**config.mk**
```make
export PLATFORM = sky130hd
export DESIGN_NAME = mul_datapath_flat
export DESIGN_NICKNAME = d
export VERILOG_FILES = /design/src/rtl/mul_datapath_if.sv /design/src/rtl/mul_datapath.sv /design/src/flat_wrapper.sv
export SDC_FILE = /design/constraint.sdc
export NUM_CORES = 1
export LEC_CHECK = 0
export ABC_CLOCK_PERIOD_IN_PS = 5800
export CAP_MARGIN = 30
export CORE_ASPECT_RATIO = 0.7
export CORE_MARGIN = 4
export CORE_UTILIZATION = 30
export CTS_BUF_LIST = sky130_fd_sc_hd__clkbuf_16
export CTS_CLUSTER_SIZE = 28
export DETAILED_ROUTE_END_ITERATION = 7
export PLACE_DENSITY = 0.52
export SETUP_SLACK_MARGIN = 0.3
export SLEW_MARGIN = 20
export SYNTH_ARGS = -nofsm -noshare
export SYNTH_HDL_FRONTEND = slang
export SYNTH_SLANG_ARGS = --single-unit
export TNS_END_PERCENT = 1
```
**constraint.sdc**
```tcl
create_clock -name Clk -period 5.8 [get_ports Clk]
set_input_delay 1.16 -clock Clk [delete_from_list [all_inputs] [get_ports Clk]]
set_output_delay 1.16 -clock Clk [all_outputs]
set_load 0.05 [all_outputs]
```
**src/rtl/mul_datapath_if.sv**
```systemverilog
// Control/status bundle between the multiplier control FSM and the shift-add datapath.
// The master side is the controller; the slave side is the datapath.
interface mul_datapath_if #(
    parameter int WIDTH = 32
);
    logic                   Load;
    logic                   Sh;
    logic                   Ad;
    logic [WIDTH-1:0]       Multiplicand;
    logic [WIDTH-1:0]       Multiplier;
    logic                   K;
    logic                   M;
    logic [2*WIDTH-1:0]     Product;
    logic                   PValid;

    modport master (
        output Load, Sh, Ad, Multiplicand, Multiplier,
        input  K, M, Product, PValid
    );

    modport slave (
        input  Load, Sh, Ad, Multiplicand, Multiplier,
        output K, M, Product, PValid
    );
endinterface

```
**src/rtl/mul_datapath.sv**
```systemverilog
// Shift-add multiplier datapath: accumulator/multiplier register, iteration counter and a
// product holding register that keeps the last result across idle-state reloads.
module mul_datapath #(
    parameter int WIDTH = 32
) (
    input  logic            Clk,
    input  logic            Reset,
    mul_datapath_if.slave   io_dp
);
    localparam int CW = $clog2(WIDTH + 1);
    localparam int AW = 2 * WIDTH + 1;
    localparam logic [CW-1:0] CNT_FULL = CW'(WIDTH);
    localparam logic [CW-1:0] CNT_ONE  = CW'(1);
    localparam logic [CW-1:0] CNT_ZERO = {CW{1'b0}};

    logic [AW-1:0]          r_acc;
    logic [CW-1:0]          r_count;
    logic [2*WIDTH-1:0]     r_product;
    logic                   r_pvalid;

    logic [AW-1:0]          w_acc_nxt;
    logic [CW-1:0]          w_count_nxt;
    logic [2*WIDTH-1:0]     w_product_nxt;
    logic                   w_pvalid_nxt;
    logic [AW-1:0]          w_acc_shr;
    logic [WIDTH-1:0]       w_load_hi;
    logic [WIDTH:0]         w_sum;

    // Bit 0 of the multiplier is folded in at load time, so only WIDTH-1 adds remain.
    assign w_load_hi = io_dp.Multiplier[0] ? io_dp.Multiplicand : {WIDTH{1'b0}};
    assign w_acc_shr = {1'b0, r_acc[AW-1:1]};
    assign w_sum     = {1'b0, r_acc[AW-2:WIDTH]} + {1'b0, io_dp.Multiplicand};

    // Next-state selection with Load > Sh > Ad priority.
    always_comb begin
        w_acc_nxt     = r_acc;
        w_count_nxt   = r_count;
        w_product_nxt = r_product;
        w_pvalid_nxt  = r_pvalid;
        if (io_dp.Load) begin
            w_acc_nxt   = {1'b0, w_load_hi, io_dp.Multiplier};
            w_count_nxt = CNT_FULL;
        end else if (io_dp.Sh) begin
            if (r_count != CNT_ZERO) begin
                w_acc_nxt   = w_acc_shr;
                w_count_nxt = r_count - CNT_ONE;
                // Last-shift set is tested first so it wins when first and last coincide.
                if (r_count == CNT_ONE) begin
                    w_product_nxt = w_acc_shr[2*WIDTH-1:0];
                    w_pvalid_nxt  = 1'b1;
                end else if (r_count == CNT_FULL) begin
                    w_pvalid_nxt  = 1'b0;
                end else begin
                    w_pvalid_nxt  = r_pvalid;
                end
            end else begin
                w_acc_nxt   = r_acc;
                w_count_nxt = r_count;
            end
        end else if (io_dp.Ad) begin
            w_acc_nxt = {w_sum, r_acc[WIDTH-1:0]};
        end else begin
            w_acc_nxt = r_acc;
        end
    end

    // Datapath state registers, cleared asynchronously by Reset.
    always_ff @(posedge Clk or posedge Reset) begin
        if (Reset) begin
            r_acc     <= {AW{1'b0}};
            r_count   <= CNT_ZERO;
            r_product <= {(2*WIDTH){1'b0}};
            r_pvalid  <= 1'b0;
        end else begin
            r_acc     <= w_acc_nxt;
            r_count   <= w_count_nxt;
            r_product <= w_product_nxt;
            r_pvalid  <= w_pvalid_nxt;
        end
    end

    assign io_dp.K       = (r_count == CNT_ZERO);
    assign io_dp.M       = r_acc[0];
    assign io_dp.Product = r_product;
    assign io_dp.PValid  = r_pvalid;
endmodule

```
**src/flat_wrapper.sv**
```systemverilog
// flat-port wrapper written by rule: the top's interface ports become plain ports
module mul_datapath_flat 
#(
    parameter int WIDTH = 32
)
  (Clk, Reset, io_dp_Load, io_dp_Sh, io_dp_Ad, io_dp_Multiplicand, io_dp_Multiplier, io_dp_K, io_dp_M, io_dp_Product, io_dp_PValid);
  mul_datapath_if #(.WIDTH(WIDTH)) io_dp_i ();
  input  logic Clk;
  input  logic Reset;
  input wire logic [$bits(io_dp_i.Load)-1:0] io_dp_Load;
  input wire logic [$bits(io_dp_i.Sh)-1:0] io_dp_Sh;
  input wire logic [$bits(io_dp_i.Ad)-1:0] io_dp_Ad;
  input wire logic [$bits(io_dp_i.Multiplicand)-1:0] io_dp_Multiplicand;
  input wire logic [$bits(io_dp_i.Multiplier)-1:0] io_dp_Multiplier;
  output wire logic [$bits(io_dp_i.K)-1:0] io_dp_K;
  output wire logic [$bits(io_dp_i.M)-1:0] io_dp_M;
  output wire logic [$bits(io_dp_i.Product)-1:0] io_dp_Product;
  output wire logic [$bits(io_dp_i.PValid)-1:0] io_dp_PValid;
  assign io_dp_i.Load = io_dp_Load;
  assign io_dp_i.Sh = io_dp_Sh;
  assign io_dp_i.Ad = io_dp_Ad;
  assign io_dp_i.Multiplicand = io_dp_Multiplicand;
  assign io_dp_i.Multiplier = io_dp_Multiplier;
  assign io_dp_K = io_dp_i.K;
  assign io_dp_M = io_dp_i.M;
  assign io_dp_Product = io_dp_i.Product;
  assign io_dp_PValid = io_dp_i.PValid;
  mul_datapath #(.WIDTH(WIDTH)) u_core (.Clk(Clk), .Reset(Reset), .io_dp(io_dp_i));
endmodule
```
==> summary.txt <==
Logic synthesis
  • Share of Yosys cell area claimed by the top area cell type: 0.445
  • Number of synthesized flops with an enable pin: 0
  • Syn Inst Count: roughly 750
  • Distinct cell type count of the synthesized netlist: between 50 and 60
  • Biggest area consumer among synthesized cells: dfrtp_1
  • Cell area after synthesis: 7650 sq um
  • Synth warn: 0
  • Async S/R FF share, synth: 1.00
  • Synthesized area per cell: approximately 10 sq um
  • Sequential area share after synthesis: 0.445
  • Post-Synthesis Net Count: around 850
  • Yosys reg bits: 136
  • Post-synth top flop: dfrtp_1
  • Synth top area cells: dfrtp_1 44%, mux2_2 9.6%, ha_1 5.7%

Pwr
  • Leakage: between 4 and 5 nW
  • Sw Ratio: 0.362
  • Sequential power share: 0.340
  • Peak VDD IR: 0.000192 V
  • Int Pwr: approximately 2.3 mW
  • P_sw: approximately 1.3 mW
  • Pwr per Cell Area: 361 nW/um^2
  • Comb pwr share: 0.360
  • Clk network pwr share: 0.299

Die
  • Die area: approximately 28000 sq um
  • Row cnt: 48
  • Core area: 24900 sq um
  • Initial core utilization: 0.308
  • Die W: approximately 200 um
  • Die height: ~140 um
  • Io pins: about 140

Clocking
  • Total CTS buffers: 17
  • CTS tree: yes
  • Clk Latency, worst-skew pair: between 0.4 and 0.5 ns
  • Clk root buf: clkbuf_16
  • Hold_buf cts: 0
  • Postcts setup bufs: 0
  • Clock Tree Buf Depth: 2
  • Post-CTS sizing: 0
  • CTS Sinks: roughly 140
  • H-Tree Depth: 4
  • Reg clk slew, reported paths: 0.06 ns

Critical path
  • R2R cell count: 10
  • Worst r2r src: u_core.r_acc[32]
  • Crit. End Element: register
  • CP startpoint: io_dp_Multiplicand[0]
  • Worst Path Max Fanout: 4
  • CP arrival: 4.10 ns
  • Startpoint class of the critical path: primary input
  • Flop2flop setup slack: between 2 and 3 ns
  • WP data required: between 6 and 7 ns
  • R2R Path End: u_core.r_acc[48]
  • Kind of critical path: primary input to register

GRT
  • First-pass GRT wire length: 33900 um
  • Vias in the first global route: just under 6000
  • Pin count of the biggest net entering global routing: 78
  • Grt ovf: 0
  • Gr usage total: 0.152
  • Initial antenna violation count: 0

STA
  • Worst slew pin tran: approximately 0.85 ns
  • Clock Skew: between 0.007 and 0.008 ns
  • Fin crit period: ~3.8 ns
  • Final period util: 0.659
  • Fmax: between 0.2 and 0.3 GHz
  • Final Setup Violations: 0
  • TNS Setup: 0 ns
  • Slew Viols, Final: 0
  • Max-slew headroom: 0.432
  • RSZ-0062 raised after global routing: false
  • Min Hold Slack: between 0.5 and 0.6 ns
  • Fin. Hold Viols: 0

Routing
  • Antenna Violating Nets Remaining: 0
  • Routed wire length: 21300 um
  • Drt wl/cell: around 18 um
  • Remaining DRCs: 0
  • Via Count: ~6000
  • DRT Pass-1 Iters: 7
  • Vias per cell: slightly above 5
  • DRT iter0 DRCs: about 530

Placed design
  • Port buffer count: between 100 and 150
  • GP Congestion: about 0.84
  • HPWL Detailed: 15500 um

Layout
  • Fillers: 2515
  • Share of layout cells above drive strength 1: 0.137
  • ANT cells: 0
  • Commonest cells after routing, fill and taps aside: 136 x dfrtp_1, 134 x clkdlybuf4s50_1, 65 x mux2_2, 61 x nand2_1, 61 x a21oi_1
  • Area Overhead vs Synth: 29.3%
  • Nets: between 900 and 1000
  • Commonest non-fill, non-tap cell in the layout: dfrtp_1

Outcome
  • Status: finished, final reports clean

Min path
  • Worst min path class: register to register
  • Hold_sp: u_core.io_dp.Product[53]
  • Worst Hold Path Cells: 1
  • Hold EP: u_core.io_dp.Product[53]

Job
  • Max-cap violations: 0
-- synth_stat cells, types with 2 or more instances --
master / n
a2111oi_4: 2
a211oi_1: 6
a21boi_0: 3
a21o_1: 15
a21oi_1: 61
a221oi_1: 7
a222oi_1: 17
a22oi_1: 5
a31oi_1: 10
and2_1: 4
and3_1: 4
buf_2: 12
clkbuf_1: 30
dfrtp_1: 136
ha_1: 35
inv_1: 11
mux2_2: 65
mux2i_1: 35
nand2_1: 61
nand2b_1: 2
nand3_1: 12
nand3b_1: 5
nand4_1: 6
nand4b_1: 2
nor2_1: 58
nor2b_1: 3
nor3_1: 9
nor3b_2: 2
o211ai_1: 6
o21a_1: 2
o21ai_0: 54
o21bai_1: 6
o22ai_1: 6
o31ai_1: 4
or2_2: 2
xnor2_1: 20
xor2_1: 9
-- sequential cells by signal, indices dropped and copies added, names as in the netlist --
name                  flops
u_core.r_acc             65
u_core.io_dp.Product     64
u_core.r_count            6
u_core.io_dp.PValid       1
-- worst max path at each step --
stage / to / slack (ns) / cells past startpoint
4_1_cts: u_core.r_acc[48] / 2.00 / 11
3_3_place_gp: u_core.r_acc[55] / 1.58 / 10
6_report: u_core.r_acc[48] / 1.98 / 11
3_5_place_dp: u_core.r_acc[48] / 1.58 / 11
5_1_grt: u_core.r_acc[55] / 1.78 / 10
2_1_floorplan: u_core.io_dp.PValid / 1.00 / 1
-- area by class of cell --
cell class	count	area [sq um]	share of cell area
clock inverters	12	136	0.0138
clock buffers	17	425	0.0430
multi-input cells	556	4030	0.408
repair buffers	146	1440	0.146
flip-flops and latches	136	3400	0.344
well taps	325	407	0.0411
inverters	11	46.3	0.00468
-- power by group through the flow --
stage,combinational (mW),clock [mW],sequential (mW)
floorplan,0.763,0,1.37
global route,1.41,1.14,1.24
finish,1.29,1.07,1.22
detailed placement,1.28,0,1.23
CTS,1.29,1.10,1.21
global placement,1.28,0,1.23
-- logic make-up (layout without fill, tap and decap cells) --
logic type,after synthesis,count (layout),share of synthesized area
AOI/OAI and AO/OA,214,214,0.185
xor gates and xnor gates,29,29,0.0332
buffers and inverters,55,186,0.0294
and+or+nand+nor,177,177,0.106
adders and majority gates,36,36,0.0599
muxes,100,100,0.141
DFF,136,136,0.445
-- routing by layer --
layer  track usage  share of wire
met4        0.0263         0.0044
met2         0.202           0.40
met1         0.242           0.53
met5             0              0
met3        0.0458          0.057
-- per-stage QoR --
| step | std cells | area (sq um) | setup WS [ns] | total power [mW] | util |
|---|---|---|---|---|---|
| 6_report | 1203 | 9890 | 1.98 | 3.57 | 0.398 |
| 5_1_grt | 1203 | 9890 | 1.78 | 3.79 | 0.398 |
| 4_1_cts | 1203 | 9890 | 2.00 | 3.61 | 0.398 |
| 3_5_place_dp | 1174 | 9330 | 1.58 | 2.51 | 0.375 |
| 3_3_place_gp | 1174 | 9330 | 1.58 | 2.51 | 0.375 |
| 2_1_floorplan | 747 | 7650 | 1.00 | 2.13 | - |
-- critical path: stages --
cell and delay, ns:
clkdlybuf4s50_1 0.44, ha_1 0.25, fa_1 0.43, a211o_2 0.39, a2111oi_4 0.32, o31ai_1 0.15, a21o_1 0.27, a21oi_2 0.18
xnor2_1 0.08, a222oi_1 0.29, a21oi_1 0.12
Note: power is estimated with default switching activity, not from simulation.
